[src/rtl/k_sync_fifo_ctrl.sv]
// k_sync_fifo_ctrl: single-clock FIFO pointer/flag controller for an external dual-port RAM.
// Flags decode registered state only; ovf/udf are sticky until err_clr.
module k_sync_fifo_ctrl #(
    parameter int unsigned addr_size  = 4,
    parameter int unsigned afull_lvl  = 12,
    parameter int unsigned aempty_lvl = 2
) (
    input  logic                 wclk,
    input  logic                 wrst,
    input  logic                 wput,
    input  logic                 rget,
    input  logic                 err_clr,
    output logic [addr_size-1:0] waddr,
    output logic [addr_size-1:0] raddr,
    output logic                 wfull,
    output logic                 rempty,
    output logic                 wafull,
    output logic                 raempty,
    output logic [addr_size:0]   level,
    output logic                 ovf,
    output logic                 udf
);
    localparam int unsigned pw = addr_size + 1;
    localparam logic [addr_size:0] one_v    = pw'(1);
    localparam logic [addr_size:0] afull_v  = pw'(afull_lvl);
    localparam logic [addr_size:0] aempty_v = pw'(aempty_lvl);

    logic [addr_size:0] wptr_q, wptr_d;
    logic [addr_size:0] rptr_q, rptr_d;
    logic [addr_size:0] level_q, level_d;
    logic               ovf_q, ovf_d;
    logic               udf_q, udf_d;
    logic               do_w, do_r;

    // Full when the pointers differ only in the wrap bit.
    always_comb begin
        rempty = (wptr_q == rptr_q);
        wfull  = (wptr_q[addr_size] != rptr_q[addr_size]) &&
                 (wptr_q[addr_size-1:0] == rptr_q[addr_size-1:0]);
        do_w   = wput && !wfull;
        do_r   = rget && !rempty;
    end

    always_comb begin
        wptr_d  = do_w ? wptr_q + one_v : wptr_q;
        rptr_d  = do_r ? rptr_q + one_v : rptr_q;
        level_d = level_q;
        unique case ({do_w, do_r})
            2'b10:   level_d = level_q + one_v;
            2'b01:   level_d = level_q - one_v;
            default: level_d = level_q;
        endcase
        // A new error on the same edge as err_clr keeps the bit set.
        ovf_d = (ovf_q && !err_clr) || (wput && wfull);
        udf_d = (udf_q && !err_clr) || (rget && rempty);
    end

    always_ff @(posedge wclk or posedge wrst) begin
        if (wrst) begin
            wptr_q  <= '0;
            rptr_q  <= '0;
            level_q <= '0;
            ovf_q   <= 1'b0;
            udf_q   <= 1'b0;
        end else begin
            wptr_q  <= wptr_d;
            rptr_q  <= rptr_d;
            level_q <= level_d;
            ovf_q   <= ovf_d;
            udf_q   <= udf_d;
        end
    end

    always_comb begin
        waddr   = wptr_q[addr_size-1:0];
        raddr   = rptr_q[addr_size-1:0];
        level   = level_q;
        wafull  = (level_q >= afull_v);
        raempty = (level_q <= aempty_v);
        ovf     = ovf_q;
        udf     = udf_q;
    end

    always_ff @(posedge wclk) begin
        if (!wrst) begin
            a_level : assert (level_q == wptr_q - rptr_q);
            a_flags : assert (!(wfull && rempty));
        end
    end

endmodule

[config.mk]
export PLATFORM = sky130hd
export DESIGN_NAME = k_sync_fifo_ctrl
export DESIGN_NICKNAME = d
export VERILOG_FILES = /design/src/rtl/k_sync_fifo_ctrl.sv
export SDC_FILE = /design/constraint.sdc
export NUM_CORES = 1
export LEC_CHECK = 0
export ABC_CLOCK_PERIOD_IN_PS = 4200
export BUFFER_PORTS_ARGS = -buffer_cell sky130_fd_sc_hd__buf_4
export CAP_MARGIN = 10
export CORE_UTILIZATION = 28
export DETAILED_ROUTE_END_ITERATION = 10
export PLACE_DENSITY_LB_ADDON = 0.25
export SYNTH_ARGS = -nofsm -noshare
export SYNTH_HDL_FRONTEND = slang
export SYNTH_SLANG_ARGS = --single-unit
[constraint.sdc]
create_clock -name wclk -period 4.2 [get_ports wclk]
set_input_delay 0.84 -clock wclk [delete_from_list [all_inputs] [get_ports wclk]]
set_output_delay 0.84 -clock wclk [all_outputs]
set_load 0.005 [all_outputs]
==> results by group, run 1 <==
Place
  – Placed cell count: 159
  – Final GP Congestion: 0.7584
  – Post-DP HPWL: 1562 um
  – Number of port buffers: 23

STA
  – Worst slew pin tran: 671.6 ps
  – Endpoints failing hold: 0
  – F_max: 0.3328 GHz
  – Fin Hold WS: 509.7 ps
  – Setup Viol. Count Final: 0
  – Slew Limit Fails: 0
  – RSZ-0062 raised after global routing: no
  – Clk_skew: 1.030 ps
  – Setup_tns: 0 ps
  – Period utilization: 0.7153
  – Final min period: 3004 ps
  – Slew headroom: 0.5518

Power
  – Clk pwr share: 0.119
  – VDD IR max: 0.2861 mV
  – Switching share of power: 0.3996
  – Comb pwr share: 0.529
  – P_sw: 416.5 uW
  – Leakage: 0.0005725 uW
  – Flop pwr share: 0.352
  – Total power: 1042 uW
  – Pwr per Cell Area: 819.2 nW/um2
  – Internal power: 625.9 uW

Outcome
  – Status: finished, final reports clean

Yosys
  – Synth area leaders: dfrtp_1 (40%), xnor2_1 (11%), ha_1 (7.0%), buf_4 (5.6%), o211ai_1 (4.2%)
  – Post-synth EDFFs: 0
  – Most common cell in the synthesized netlist: dfrtp_1
  – Asr flop ratio synth: 1.000
  – Post-synth top area share: 0.3977
  – Mapped cell area: 1070 um2
  – Seq/Total Area, Yosys: 0.3977
  – Yosys warnings: 0
  – Synth top cells by count: dfrtp_1 (17), xnor2_1 (14), buf_4 (8), ha_1 (6), o211ai_1 (6)
  – Largest area contributor in the netlist: dfrtp_1
  – Syn nets: 110
  – Cells after synthesis: 98
  – Primary FF master, synth: dfrtp_1
  – Syn Area/Cell: 10.92 um2
  – Yosys cell types: 31
  – Number of synthesized register bits: 17

Worst setup path
  – Worst-path maximum fanout: 11
  – Delay of the slowest critical-path stage: 480 ps
  – R2R Setup Slk: 1200 ps
  – Levels on crit path: 10
  – Critical Path RT: 4330 ps
  – Cell class contributing the biggest share of worst-path delay: compound AO/OA/AOI/OAI gates
  – Buf+Inv Stages, Crit Path: 1
  – Startpoint types: register
  – Arrival time at the worst endpoint: 3130 ps
  – Critical Path Slowest Stage Cell: nand4_1
  – Crit path cell chain: xnor2_1 > nand4_1 > o21ai_4 > inv_1 > ha_1 > fa_1 > a21oi_1 > o21ai_0 > nand3b_1 > o211ai_1
  – Worst setup EP type: register
  – Critical path start-end classification: register to register
  – R2R depth: 10

CTS
  – # Post-CTS Setup Buffers: 0
  – Cts bufs inserted: 3
  – PostCTS Resize Cnt: 0
  – CTS max path bufs: 2
  – Clock root buffer master: clkbuf_8
  – Reg clk slew, reported paths: 70 ps
  – H-tree level count: 1
  – CTS tree: built
  – Hold Buf Count CTS: 0
  – Sink Count: 17
  – Clock latency on the worst-skew pair: 250 ps

Floorplan
  – Die width: 63.81 um
  – Number of top-level pins: 24
  – Chip height: 63.81 um
  – Starting Density: 0.2922
  – Row count: 22
  – Core box area: 3661 um2
  – Die area: 4072 um2

Finish
  – Fill cell count: 383
  – Nets: 128
  – Multi-input gate area: 550.5 um2
  – Inserted Diodes: 0
  – Layout cells sized above 1: 0.3130
  – Reg area: 425.4 um2
  – Area grow syn2layout: 18.95%
  – Post-route insts no fill: 163

Global routing
  – Total gr overflow: 0
  – Largest net degree at the start of global routing: 18
  – GRT Overall Usage: 0.1167
  – Vias in the first global route: 795
  – First-pass GRT wire length: 3677 um
  – Antenna violations before repair: 0

Min path
  – Hold path depth: 1
  – HP Class: register to register

Detailed routing
  – # DRC: 0
  – Vias per cell: 4.761
  – Total wire length: 2025 um
  – Routed wire per std cell: 12.42 um
  – Vias: 776
  – Pre-antenna DRT Iters: 3
  – Starting DRC count in detailed routing: 19
  – Routed Antenna Nets: 0

Job
  – Max_cap viols: 0
cells in the final DEF (no fill, tap or decap):
master / synthesis / final
nand4b_1: 1 / 1
o31ai_2: 1 / 1
o21ai_0: 3 / 3
o211ai_1: 6 / 6
inv_1: 5 / 5
nand2_1: 5 / 5
mux2_2: 1 / 1
nand4_1: 3 / 3
nor4_1: 1 / 1
dfrtp_1: 17 / 17
fa_1: 1 / 1
o21ai_4: 1 / 1
buf_4: 8 / 23
and2_2: 1 / 1
or3_1: 1 / 1
o21ai_2: 2 / 2
nor2_1: 5 / 5
and3_1: 1 / 1
xnor2_1: 14 / 14
clkbuf_8: 0 / 3
a21oi_1: 2 / 2
and3_2: 1 / 1
nand3b_1: 1 / 1
a21o_1: 2 / 2
mux2_4: 2 / 2
xor2_2: 1 / 1
a2111oi_0: 1 / 1
mux2_1: 1 / 1
a22o_1: 2 / 2
clkbuf_1: 1 / 1
ha_1: 6 / 6
sequential cells by signal, summed over array words and instances, names as in the netlist:
name	flops
level	5
rptr_q	5
wptr_q	5
ovf	1
udf	1
cell type report:
type	instances	area share
Clock buffer	4	0.03540
Inverter	5	0.01475
Multi-Input combinational cell	66	0.4326
Sequential cell	17	0.3343
Tap cell	48	0.04720
Timing Repair Buffer	23	0.1357
worst paths after layout:
path,start,end
min in group asynchronous,wrst,wptr_q[1]
worst min-delay path,ovf,ovf
worst max-delay path,wptr_q[0],level[4]
max in group asynchronous,wrst,rptr_q[1]
worst min register to register,ovf,ovf
worst max register to register,wptr_q[0],level[4]
cells by family (layout without fill, tap and decap cells):
kind of cell,count (synthesis),count (layout),synth area share
compound gates,20,20,0.1474
simple gates,20,20,0.09944
flops,17,17,0.3977
xor+xnor,15,15,0.1298
buf+inv,15,32,0.08772
fa+ha+maj,7,7,0.08889
mux,4,4,0.04912
layer usage:
layer  track usage  share of wire
met4       0.01705              0
met1        0.1462           0.49
met2        0.1915           0.46
met5             0              0
met3       0.04643          0.055
power groups by stage:
| stage | registers [uW] | clock network, uW | logic [uW] |
|---|---|---|---|
| floorplan | 345 | 0 | 428 |
| global placement | 372 | 0 | 550 |
| detailed placement | 373 | 0 | 556 |
| CTS | 371 | 130 | 558 |
| global route | 386 | 140 | 619 |
| finish | 367 | 124 | 551 |
per-stage QoR:
step	utilization	setup WS (ps)	area, um2
after global routing	0.3476	869.0	1272
after detailed placement	0.3353	1195	1227
after CTS	0.3476	1188	1272
final	0.3476	1196	1272
after global placement	0.3353	1344	1227
after floorplan	-	1808	1070
Note: power is estimated with default switching activity, not from simulation.
==> run 2, diff against run 1 <==
--- a/config.mk
+++ b/config.mk
@@ -5,7 +5,7 @@
 export SDC_FILE = /design/constraint.sdc
 export NUM_CORES = 1
 export LEC_CHECK = 0
-export ABC_CLOCK_PERIOD_IN_PS = 4200
+export ABC_CLOCK_PERIOD_IN_PS = 3080
 export BUFFER_PORTS_ARGS = -buffer_cell sky130_fd_sc_hd__buf_4
 export CAP_MARGIN = 10
 export CORE_UTILIZATION = 28
==> constraint.sdc (replaced) <==
create_clock -name wclk -period 3.08 [get_ports wclk]
set_input_delay 0.616 -clock wclk [delete_from_list [all_inputs] [get_ports wclk]]
set_output_delay 0.616 -clock wclk [all_outputs]
set_load 0.005 [all_outputs]
==> run 2 against run 1 <==
  * Via count shrank 1.0%
  * Power grew 37%
  * Highest routed layer is now met4
  * Cell count grew 0.61%
  * First-iteration DRC count grew 32%
  * Design area grew 0.69%
  * Fmax grew 14%
  * Critical endpoint unchanged
  * Utilization grew 0.24 points
  * Register-to-register slack lost 760 ps
  * Worst hold slack lost 49 ps
  * Global-route usage shrank 0.86 points
  * Sequential share of layout area shrank 0.23 points
  * Sequential power grew 37%
  * Critical path type unchanged
==> results by group, run 2 (same netlist as run 1, synthesis figures left out) <==
Detailed routing
  – # DRC: 0
  – Pre-antenna DRT Iters: 2
  – Routed wire per std cell: 12.41 um
  – Total wire length: 2036 um
  – Vias: 768
  – Routed Antenna Nets: 0
  – Starting DRC count in detailed routing: 25
  – Vias per cell: 4.683

Finish
  – Inserted Diodes: 0
  – Multi-input gate area: 550.5 um2
  – Layout cells sized above 1: 0.3276
  – Fin util: 0.3500
  – Nets: 129
  – Reg area: 425.4 um2
  – Most frequent cells in the layout: buf_4 (24), dfrtp_1 (17), xnor2_1 (14)
  – Fill cell count: 379
  – Commonest non-fill, non-tap cell in the layout: buf_4
  – Post-route insts no fill: 164
  – Area grow syn2layout: 19.77%

Worst setup path
  – Delay of the slowest critical-path stage: 450 ps
  – Worst setup EP type: register
  – Critical path start-end classification: register to register
  – Critical Path Slowest Stage Cell: dfrtp_1
  – Startpoint types: register
  – Crit path cell chain: xnor2_1 > nand4_1 > o21ai_4 > inv_1 > ha_1 > fa_1 > a21oi_1 > o211ai_1 > nand4b_1 > o211ai_1
  – Arrival time at the worst endpoint: 2770 ps
  – Critical path origin: rptr_q[0]
  – Worst-path maximum fanout: 9
  – Cell class contributing the biggest share of worst-path delay: adder cells
  – Critical Path Most Common Cell: o211ai_1
  – Buf+Inv Stages, Crit Path: 1
  – RR Startpoint: rptr_q[0]
  – Critical Path RT: 3210 ps

Place
  – Final GP Congestion: 0.7066
  – Post-DP HPWL: 1597 um
  – Placed cell count: 160
  – Dpl ws: 416.7 ps
  – Number of port buffers: 23

Power
  – P_sw: 566.9 uW
  – VDD IR max: 0.3567 mV
  – Clk pwr share: 0.115
  – Leakage: 0.0005795 uW
  – Switching share of power: 0.3971
  – Comb pwr share: 0.533
  – Pwr per Cell Area: 1114 nW/um2
  – Flop pwr share: 0.352
  – Internal power: 860.9 uW

CTS
  – Clock latency on the worst-skew pair: 250 ps
  – CTS tree: built
  – PostCTS Resize Cnt: 0
  – CTS max path bufs: 2
  – # Post-CTS Setup Buffers: 0
  – Sink Count: 17
  – Cts bufs inserted: 3
  – Hold Buf Count CTS: 0
  – Reg clk slew, reported paths: 70 ps
  – Clock root buffer master: clkbuf_8
  – H-tree level count: 1

Outcome
  – Status: finished, final reports clean

Floorplan
  – Die width: 63.81 um
  – Core box area: 3661 um2
  – Number of top-level pins: 24
  – Starting Density: 0.2922
  – Chip height: 63.81 um
  – Row count: 22
  – Die area: 4072 um2

STA
  – Setup Viol. Count Final: 0
  – F_max: 0.3786 GHz
  – RSZ-0062 raised after global routing: no
  – Endpoints failing hold: 0
  – Period utilization: 0.8575
  – Setup_tns: 0 ps
  – Final min period: 2641 ps
  – Slew Limit Fails: 0
  – Worst slew pin tran: 656.8 ps
  – Final worst slack: 438.9 ps
  – Clk_skew: 1.042 ps
  – Slew headroom: 0.5616

Global routing
  – First-pass GRT wire length: 3332 um
  – Total gr overflow: 0
  – Antenna violations before repair: 0
  – Vias in the first global route: 740
  – Largest net degree at the start of global routing: 18
  – GRT Overall Usage: 0.1082

Job
  – Max_cap viols: 0

Min path
  – HP Class: input port to async pin
-- run 2: cell count changes in the layout (fill, tap and decap cells not counted), sizes merged --
| cell | before | now |
|---|---|---|
| clkbuf | 4 | 3 |
| clkinv | 0 | 1 |
| buf | 23 | 24 |
-- run 2: layer usage --
metal,vias to the layer above,wire (um),GRT usage
li1,374,-,-
met1,373,930,0.1235
met2,17,974,0.1835
met3,4,100,0.02679
met4,0,30,0.05966
met5,-,0,0
-- run 2: area by class of cell --
type,instances,area share
flip-flops and latches,17,0.3320
repair buffers,24,0.1406
clock buffers,3,0.03223
multi-input cells,66,0.4297
well taps,48,0.04687
clock inverters,1,0.003906
inverters,5,0.01465
-- run 2: power by group through the flow --
stage	clock network (uW)	registers, uW	logic, uW
finish	164	502	761
global route	184	532	844
floorplan	0	471	584
detailed placement	0	512	772
global placement	0	508	763
CTS	172	509	776
-- run 2: final timing paths --
check	to	slack (ps)	depth (start not counted)
setup / recovery	level[4]	440	10
hold / removal	level[4]	460	2
setup reg to reg	level[4]	440	10
hold reg to reg	ovf	510	1
max in group asynchronous	rptr_q[3]	2200	2
min in group wclk	ovf	510	1
-- run 2: metrics by stage --
| stage | hold slack, ps | instance area, um2 | total power, uW |
|---|---|---|---|
| final | 460.5 | 1281 | 1428 |
| after floorplan | 497.9 | 1070 | 1054 |
| after global placement | 492.9 | 1235 | 1271 |
| after detailed placement | 502.6 | 1235 | 1284 |
| after CTS | 484.7 | 1281 | 1457 |
| after global routing | 506.2 | 1281 | 1560 |
-- run 2: worst register-to-register path, cell delays in order, from the launching register on --
cell and delay [ps]:
dfrtp_1 450, xnor2_1 160, nand4_1 260, o21ai_4 260, inv_1 70, ha_1 290
fa_1 440, a21oi_1 260, o211ai_1 110, nand4b_1 120, o211ai_1 80
